--- config.mk ---
export PLATFORM = sky130hd
export DESIGN_NAME = bullet_controller
export DESIGN_NICKNAME = d
export VERILOG_FILES = /design/src/rtl/bullet_controller.sv
export SDC_FILE = /design/constraint.sdc
export NUM_CORES = 1
export LEC_CHECK = 0
export ABC_AREA = 1
export CAP_MARGIN = 20
export CORE_ASPECT_RATIO = 0.6
export CORE_MARGIN = 3
export CORE_UTILIZATION = 52
export DETAILED_ROUTE_END_ITERATION = 8
export GPL_ROUTABILITY_DRIVEN = 0
export PLACE_DENSITY_LB_ADDON = 0.3
export SYNTH_ARGS = -nofsm -noshare
export SYNTH_HDL_FRONTEND = slang
export SYNTH_SLANG_ARGS = --single-unit
--- constraint.sdc ---
create_clock -name frame_clk -period 2.85 [get_ports frame_clk]
set_clock_uncertainty 0.05 [all_clocks]
set_input_delay 0.57 -clock frame_clk [delete_from_list [all_inputs] [get_ports frame_clk]]
set_output_delay 0.57 -clock frame_clk [all_outputs]
set_load 0.02 [all_outputs]
--- src/rtl/bullet_controller.sv ---
// Per-player bullet source: spawns on a fire edge, steps once per frame in the
// direction latched at spawn, retires on hit or screen edge, then cools down.
module bullet_controller #(
  parameter int unsigned X_MAX           = 639,
  parameter int unsigned Y_MAX           = 479,
  parameter int unsigned STEP            = 4,
  parameter int unsigned COOLDOWN_FRAMES = 30,
  parameter int unsigned SIZE            = 2,
  parameter int unsigned PARK            = 900
) (
  input  logic       frame_clk,
  input  logic       Reset,
  input  logic       fire,
  input  logic [9:0] ShooterX,
  input  logic [9:0] ShooterY,
  input  logic [1:0] Direction,
  input  logic       target_hit,
  input  logic       armor_hit,
  input  logic       bullet_on_bullet_hit,
  output logic [9:0] BulletX,
  output logic [9:0] BulletY,
  output logic [9:0] Bullet_Size,
  output logic       bullet_active,
  output logic       shot_fired,
  output logic [1:0] last_retire
);

  typedef enum logic [1:0] {IDLE, FLYING, COOLDOWN} state_e;

  localparam int unsigned CW = (COOLDOWN_FRAMES > 1) ? $clog2(COOLDOWN_FRAMES + 1) : 1;
  localparam logic [9:0]    PARK_V = 10'(PARK);
  localparam logic [9:0]    STEP_V = 10'(STEP);
  localparam logic [10:0]   STEP11 = 11'(STEP);
  localparam logic [10:0]   XMAX11 = 11'(X_MAX);
  localparam logic [10:0]   YMAX11 = 11'(Y_MAX);
  localparam logic [CW-1:0] CD_V   = CW'(COOLDOWN_FRAMES);
  localparam logic [CW-1:0] CD_ONE = CW'(1);

  localparam logic [1:0] DIR_R = 2'b00, DIR_L = 2'b01, DIR_D = 2'b10;

  state_e        state_q, state_d;
  logic          fire_q;
  logic [9:0]    x_q, x_d, y_q, y_d;
  logic [1:0]    dir_q, dir_d;
  logic [CW-1:0] cnt_q, cnt_d;
  logic          shot_q, shot_d;
  logic          act_q, act_d;
  logic [1:0]    last_q, last_d;

  logic fire_edge;
  logic oob;

  assign fire_edge = fire & ~fire_q;

  // Edge test looks one step ahead at 11 bits so the sum cannot wrap.
  always_comb begin
    unique case (dir_q)
      DIR_R:   oob = ({1'b0, x_q} + STEP11) > XMAX11;
      DIR_L:   oob = {1'b0, x_q} < STEP11;
      DIR_D:   oob = ({1'b0, y_q} + STEP11) > YMAX11;
      default: oob = {1'b0, y_q} < STEP11;
    endcase
  end

  always_comb begin
    state_d = state_q;
    x_d     = x_q;
    y_d     = y_q;
    dir_d   = dir_q;
    cnt_d   = cnt_q;
    shot_d  = 1'b0;
    act_d   = act_q;
    last_d  = last_q;

    unique case (state_q)
      IDLE: begin
        x_d = PARK_V;
        y_d = PARK_V;
        if (fire_edge) begin
          x_d     = ShooterX;
          y_d     = ShooterY;
          dir_d   = Direction;
          shot_d  = 1'b1;
          act_d   = 1'b1;
          state_d = FLYING;
        end
      end

      FLYING: begin
        if (target_hit || armor_hit || bullet_on_bullet_hit || oob) begin
          if (target_hit)                           last_d = 2'b01;
          else if (armor_hit || bullet_on_bullet_hit) last_d = 2'b10;
          else                                      last_d = 2'b11;
          x_d   = PARK_V;
          y_d   = PARK_V;
          act_d = 1'b0;
          if (COOLDOWN_FRAMES == 0) begin
            state_d = IDLE;
          end else begin
            cnt_d   = CD_V;
            state_d = COOLDOWN;
          end
        end else begin
          unique case (dir_q)
            DIR_R:   x_d = x_q + STEP_V;
            DIR_L:   x_d = x_q - STEP_V;
            DIR_D:   y_d = y_q + STEP_V;
            default: y_d = y_q - STEP_V;
          endcase
        end
      end

      COOLDOWN: begin
        // Fire edges and late hit flags are deliberately ignored here.
        x_d = PARK_V;
        y_d = PARK_V;
        if (cnt_q <= CD_ONE) begin
          cnt_d   = '0;
          state_d = IDLE;
        end else begin
          cnt_d = cnt_q - CD_ONE;
        end
      end

      default: begin
        state_d = IDLE;
        x_d     = PARK_V;
        y_d     = PARK_V;
        act_d   = 1'b0;
        cnt_d   = '0;
      end
    endcase
  end

  // fire_q resets high so a key held through reset does not shoot.
  always_ff @(posedge frame_clk or posedge Reset) begin
    if (Reset) begin
      state_q <= IDLE;
      fire_q  <= 1'b1;
      x_q     <= PARK_V;
      y_q     <= PARK_V;
      dir_q   <= DIR_R;
      cnt_q   <= '0;
      shot_q  <= 1'b0;
      act_q   <= 1'b0;
      last_q  <= 2'b00;
    end else begin
      state_q <= state_d;
      fire_q  <= fire;
      x_q     <= x_d;
      y_q     <= y_d;
      dir_q   <= dir_d;
      cnt_q   <= cnt_d;
      shot_q  <= shot_d;
      act_q   <= act_d;
      last_q  <= last_d;
    end
  end

  assign BulletX       = x_q;
  assign BulletY       = y_q;
  assign Bullet_Size   = 10'(SIZE);
  assign bullet_active = act_q;
  assign shot_fired    = shot_q;
  assign last_retire   = last_q;

endmodule

==> results of run 1 <==
==> critical path: cells and delay by family, from the launching register on <==
kind                       cells  cell delay (ns)
buffers and inverters          1             0.16
and+or+nand+nor               12             1.30
DFF                            1             0.59
adders and majority gates      1             0.21
AOI/OAI and AO/OA              1             0.17
==> worst max path at each step <==
stage,start,slack [ns],depth (start not counted),endpoint
finish,BulletY[2],0.29,15,BulletX[9]
global route,BulletY[2],0.04,15,BulletX[9]
CTS,BulletY[2],0.32,15,BulletX[3]
detailed placement,BulletY[2],0.36,15,BulletX[3]
global placement,BulletY[2],0.49,14,BulletX[5]
floorplan,BulletY[2],0.55,14,BulletX[3]
==> through the flow <==
step | util, % | power, mW | hold WS, ns | std cells
floorplan | - | 2.10 | 0.418 | 441
global placement | 65.8 | 2.60 | 0.428 | 543
detailed placement | 65.8 | 2.63 | 0.447 | 543
CTS | 67.4 | 3.01 | 0.466 | 551
global route | 67.4 | 3.29 | 0.493 | 551
finish | 67.4 | 3.04 | 0.459 | 551
==> where the power goes <==
part / switching, mW / internal [mW]
logic: 1.14 / 0.690
clock network: 0.193 / 0.170
registers: 0.190 / 0.656
==> logic make-up after synthesis <==
group / Yosys count / synth area share [%]
simple gates: 249 / 38.4
buf+inv: 73 / 11.8
compound gates: 50 / 10.9
flops: 34 / 29.6
xor+xnor: 13 / 3.91
fa+ha+maj: 11 / 4.72
other cells: 2 / 0.258
mux: 1 / 0.386
==> cell usage in the layout (no fill, tap or decap), types with 2 or more instances in the layout <==
| cell | instances |
|---|---|
| buf_4 | 8 |
| nand3b_1 | 2 |
| dfstp_2 | 9 |
| or2_2 | 2 |
| clkdlybuf4s50_1 | 51 |
| a21boi_1 | 2 |
| inv_2 | 2 |
| a2111oi_0 | 2 |
| clkinv_2 | 2 |
| ha_1 | 11 |
| nand2_1 | 138 |
| nor2_4 | 2 |
| conb_1 | 10 |
| nor3_1 | 4 |
| nor2_2 | 4 |
| dfrtp_1 | 25 |
| xnor2_1 | 3 |
| a21oi_1 | 11 |
| o21ai_0 | 16 |
| nand3_1 | 37 |
| o21ai_1 | 2 |
| nand4_1 | 6 |
| inv_1 | 47 |
| a31oi_1 | 4 |
| clkbuf_8 | 5 |
| nand2_2 | 14 |
| nor2_1 | 36 |
| nand2_8 | 2 |
| nand3_2 | 2 |
| xor2_1 | 10 |
| o21ai_2 | 7 |
==> routing by layer <==
| layer | up-vias | track usage, % | part of all wire (%) |
|---|---|---|---|
| met4 | 0 | 5.24 | 0.68 |
| met3 | 8 | 6.22 | 13 |
| met5 | - | 0 | 0 |
| li1 | 1452 | - | - |
| met1 | 1363 | 40.6 | 47 |
| met2 | 183 | 36.1 | 39 |
==> state kept, by name, indices dropped and copies added (netlist names) <==
name,flops
bullet_active,1
dir_q,2
state_q,2
cnt_q,5
shot_fired,1
fire_q,1
BulletY,10
last_retire,2
BulletX,10
==> area by class of cell <==
class	count	area, um^2
clock buffers	6	72.6
multi-input cells	334	1740
well taps	66	82.6
fillers	456	1710
clock inverters	2	10.0
inverters	50	188
repair buffers	59	571
flip-flops and latches	34	862
==> Yosys cell counts, types with 6 or more instances <==
cell type | n | area share [%]
nand2_2 | 14 | 3.0
buf_4 | 14 | 3.6
nand2_1 | 138 | 18
nand3_1 | 37 | 6.4
xor2_1 | 10 | 3.0
o21ai_0 | 16 | 2.7
ha_1 | 11 | 4.7
a21oi_1 | 11 | 1.9
o21ai_2 | 7 | 2.1
dfstp_2 | 9 | 8.1
nand4_1 | 6 | 1.3
inv_1 | 47 | 6.1
dfrtp_1 | 25 | 21
nor2_1 | 36 | 4.6
==> impl_metrics.env, run 1 <==
export IMPL_status="completed"
export IMPL_synth_seq_cells=34
export IMPL_cts_sinks=34
export IMPL_cts_buffer_depth=2
export IMPL_path_clk_slew_ns=0.08
export IMPL_max_slew_margin_pct=66.7
export IMPL_postCtsResizedCells=0
export IMPL_antenna_found_initial=0
export IMPL_htreeDepth=2
export IMPL_routedWlPerCell_um=14.8
export IMPL_synth_edf_count=0
export IMPL_fin_area_um2=3520
export IMPL_synth_ff_type="dfrtp_1"
export IMPL_rsz0062_at_grt="false"
export IMPL_r2r_cells=15
export IMPL_worstHoldPathType="flip-flop to flip-flop"
export IMPL_hold_start="state_q[0]"
export IMPL_r2r_start="BulletY[2]"
export IMPL_post_cts_setup_buffers=0
export IMPL_rows=20
export IMPL_drc_errors=0
export IMPL_finalNetCount=523
export IMPL_syn_avg_cell_area_um2=6.73
export IMPL_die_y_um=64.0
export IMPL_insertedDiodeCount=0
export IMPL_io_pins=62
export IMPL_setup_viol=0
export IMPL_worstHoldPathCells=2
export IMPL_crit_slowest_cell="dfstp_2"
export IMPL_worst_pin_slew_ns=0.498
export IMPL_drt_antenna_violating_nets=0
export IMPL_drive_gt1_share_pct=12.8
export IMPL_dieWidth_um=103
export IMPL_rrSetupSlack_ns=0.29
export IMPL_cp_common_cell="nor2_1"
export IMPL_numCtsBuffers=5
export IMPL_power_per_cell_area_nw_per_um2=862
export IMPL_post_route_period_util_pct=89.9
export IMPL_post_dp_cell_area_um2=3440
export IMPL_grt_max_degree=35
export IMPL_cp_required_ns=3.03
export IMPL_grt_pass1_wl_um=13300
export IMPL_drv_slew=0
export IMPL_track_usage_pct=26.1
export IMPL_core_um2=5230
export IMPL_avgViaCountPerCell=5.46
export IMPL_syn2layout_area_growth_pct=20.9
export IMPL_cp_data_arrival_time_ns=2.74
export IMPL_cp_max_fo=11
export IMPL_finalHoldViolCount=0
export IMPL_ys_types=40
export IMPL_syn_area_um2=2910
export IMPL_clock_fmax_ghz=0.390
export IMPL_die_area_um2=6570
export IMPL_start_kind="flip-flop"
export IMPL_root_buffer="clkbuf_8"
export IMPL_ir_drop_mv=0.466
export IMPL_grt_pass1_vias=2743
export IMPL_ys_seq_area_share_pct=29.6
export IMPL_critPathMaxStageDelay_ns=0.59
export IMPL_netlist_instances=433
export IMPL_clk_latency_ns=0.30
export IMPL_rr_endpoint="BulletX[9]"
export IMPL_grt_ovfl_total=0
export IMPL_cts_tree="done"
export IMPL_port_buffers=51
export IMPL_setup_slack_ns=0.288
export IMPL_start_util_pct=55.7
export IMPL_yosys_warnings=0
export IMPL_finalWirelength_um=8140
export IMPL_drt_initial_drc_count=270
export IMPL_critPathKind="flip-flop to flip-flop"
export IMPL_postCtsHoldBufs=0
export IMPL_route_vias_total=3006
export IMPL_setup_tns_final_ns=0
export IMPL_min_to="state_q[0]"
export IMPL_maxCapViolations=0
export IMPL_hpwl_um=6200
export IMPL_place_ws_ns=0.364
export IMPL_drt_first_pass_iters=5
export IMPL_min_period_ns=2.56
export IMPL_p_leak_nw=1.74
export IMPL_endpoint_kind="flip-flop"
export IMPL_ys_async_sr_fraction_pct=100
export IMPL_crit_chain="ha_1 > nand2_2 > nor2_1 > nor2_1 > nor2_1 > nand3_1 > nor2_1 > nor2_1 > a21oi_2 > nand2_2 > nor2_4 > nand2_2 > inv_2 > nand2_1 > nand2_1"
Note: power is estimated with default switching activity, not from simulation.
==> inputs of run 2 (changes only) <==
Settings changed: GPL_TIMING_DRIVEN from default to 0, RECOVER_POWER from default to 100.
==> impl_metrics.env, run 2 (synthesis results as in run 1) <==
export IMPL_clk_latency_ns=0.30
export IMPL_rows=20
export IMPL_p_seq_share_pct=27.5
export IMPL_final_util_pct=68.8
export IMPL_r2r_start="BulletX[2]"
export IMPL_port_buffers=51
export IMPL_swShare_pct=50.0
export IMPL_post_route_period_util_pct=92.2
export IMPL_final_cell_mix="141 x nand2_1, 47 x inv_1, 37 x nand3_1"
export IMPL_die_y_um=64.0
export IMPL_track_usage_pct=25.9
export IMPL_grt_ovfl_total=0
export IMPL_min_to="BulletX[9]"
export IMPL_grt_pass1_vias=2773
export IMPL_root_buffer="clkbuf_8"
export IMPL_drt_first_pass_iters=5
export IMPL_rrSetupSlack_ns=0.22
export IMPL_p_sw_mw=1.48
export IMPL_worst_pin_slew_ns=1.31
export IMPL_fin_hold_ws_ns=0.444
export IMPL_clkPwrFrac_pct=12.4
export IMPL_cp_common_cell="nand2_1"
export IMPL_worstHoldPathType="flip-flop to flip-flop"
export IMPL_cp_max_fo=10
export IMPL_status="completed"
export IMPL_start_kind="flip-flop"
export IMPL_finalWirelength_um=8010
export IMPL_max_slew_margin_pct=12.9
export IMPL_cp_required_ns=2.98
export IMPL_htreeDepth=2
export IMPL_drt_antenna_violating_nets=0
export IMPL_die_area_um2=6570
export IMPL_maxCapViolations=0
export IMPL_drive_gt1_share_pct=14.0
export IMPL_critPathKind="flip-flop to flip-flop"
export IMPL_rsz0062_at_grt="false"
export IMPL_cts_buffer_depth=2
export IMPL_antenna_found_initial=0
export IMPL_pwr_share_comb_pct=60.1
export IMPL_rr_endpoint="BulletX[4]"
export IMPL_grt_pass1_wl_um=13300
export IMPL_io_pins=62
export IMPL_syn2layout_area_growth_pct=23.4
export IMPL_power_per_cell_area_nw_per_um2=822
export IMPL_post_cts_setup_buffers=0
export IMPL_path_clk_slew_ns=0.07
export IMPL_cp_data_arrival_time_ns=2.76
export IMPL_setup_tns_final_ns=0
export IMPL_post_dp_cell_area_um2=3560
export IMPL_worstHoldPathCells=2
export IMPL_fin_area_um2=3600
export IMPL_clock_fmax_ghz=0.381
export IMPL_critPathMaxStageDelay_ns=0.59
export IMPL_grt_max_degree=24
export IMPL_ir_drop_mv=0.449
export IMPL_p_leak_nw=1.84
export IMPL_drv_slew=0
export IMPL_finalHoldViolCount=0
export IMPL_avgViaCountPerCell=5.23
export IMPL_routedWlPerCell_um=14.1
export IMPL_finalNetCount=539
export IMPL_insertedDiodeCount=0
export IMPL_drc_errors=0
export IMPL_route_vias_total=2963
export IMPL_p_int_mw=1.48
export IMPL_dieWidth_um=103
export IMPL_crit_chain="ha_1 > nand2_1 > nor2_2 > inv_1 > nand2_1 > nor2_1 > nand2_1 > nand2_1 > nand2_1 > nand2_2 > a21oi_4 > nand2_1 > nor2_2 > nand2_2 > buf_6 > nand2_1 > nand2_1"
export IMPL_nFillCells=483
export IMPL_setup_viol=0
export IMPL_r2r_cells=17
export IMPL_numCtsBuffers=5
export IMPL_crit_slowest_cell="dfstp_2"
export IMPL_hold_start="BulletX[9]"
export IMPL_hpwl_um=6160
export IMPL_drt_initial_drc_count=256
export IMPL_core_um2=5230
export IMPL_min_period_ns=2.63
export IMPL_final_common_cell="nand2_1"
export IMPL_cts_tree="done"
export IMPL_cts_sinks=34
export IMPL_endpoint_kind="flip-flop"
export IMPL_start_util_pct=55.7
run 2: cell count changes in the layout (fill, tap and decap cells not counted), sizes merged:
cell	change
clkbuf	+6
buf	+10
dlygate4sd3	+26
clkdlybuf4s50	-26
run 2: repair_timing:
item	in CTS	in global routing
setup endpoints to repair	0	8
endpoints found under the hold margin	0	0
hold buffers	0	0
resized for setup	0	1
run 2: layer usage:
metal | global-route usage, % | vias to the layer above | part of all wire (%)
li1 | - | 1486 | -
met1 | 38.4 | 1341 | 48
met2 | 37.8 | 126 | 42
met3 | 5.34 | 10 | 9.1
met4 | 6.87 | 0 | 1.0
met5 | 0 | - | 0
run 2: final cells by class:
cell class | count | area, um^2 | share of cell area [%]
Multi-Input combinational cell | 334 | 1710 | 47.6
Sequential cell | 34 | 862 | 24.0
Timing Repair Buffer | 52 | 514 | 14.3
Inverter | 50 | 188 | 5.22
Buffer | 23 | 156 | 4.35
Tap cell | 66 | 82.6 | 2.30
Clock buffer | 6 | 72.6 | 2.02
Clock inverter | 2 | 10.0 | 0.278
run 2: power by group through the flow:
stage | clock [mW] | combinational, mW | sequential (mW)
floorplan | 0 | 1.21 | 0.886
finish | 0.366 | 1.78 | 0.812
CTS | 0.368 | 1.81 | 0.814
detailed placement | 0 | 1.81 | 0.821
global route | 0.392 | 1.98 | 0.835
global placement | 0 | 1.74 | 0.812
run 2: through the flow:
step / instances / power, mW / worst slack, ns
finish: 567 / 2.95 / 0.223
global route: 567 / 3.21 / 0.0323
CTS: 567 / 3.00 / 0.121
detailed placement: 559 / 2.63 / 0.0478
global placement: 558 / 2.55 / 0.134
floorplan: 441 / 2.10 / 0.550
run 2: worst max path at each step:
stage               startpoint          to  slack (ns)  depth (start not counted)
finish              BulletX[2]  BulletX[4]        0.22                         17
global route        BulletX[2]  BulletX[6]        0.03                         17
CTS                 state_q[0]  BulletY[3]        0.12                         10
detailed placement        fire  BulletY[3]        0.05                         10
global placement          fire  BulletY[3]        0.13                         10
floorplan           BulletY[2]  BulletX[3]        0.55                         14
run 2: worst max-delay path, delay by kind of cell (launching register included):
| kind | cells | cell delay [ns] |
|---|---|---|
| and+or+nand+nor | 13 | 1.26 |
| adders and majority gates | 1 | 0.24 |
| DFF | 1 | 0.59 |
| buffers and inverters | 2 | 0.25 |
| AOI/OAI and AO/OA | 1 | 0.13 |
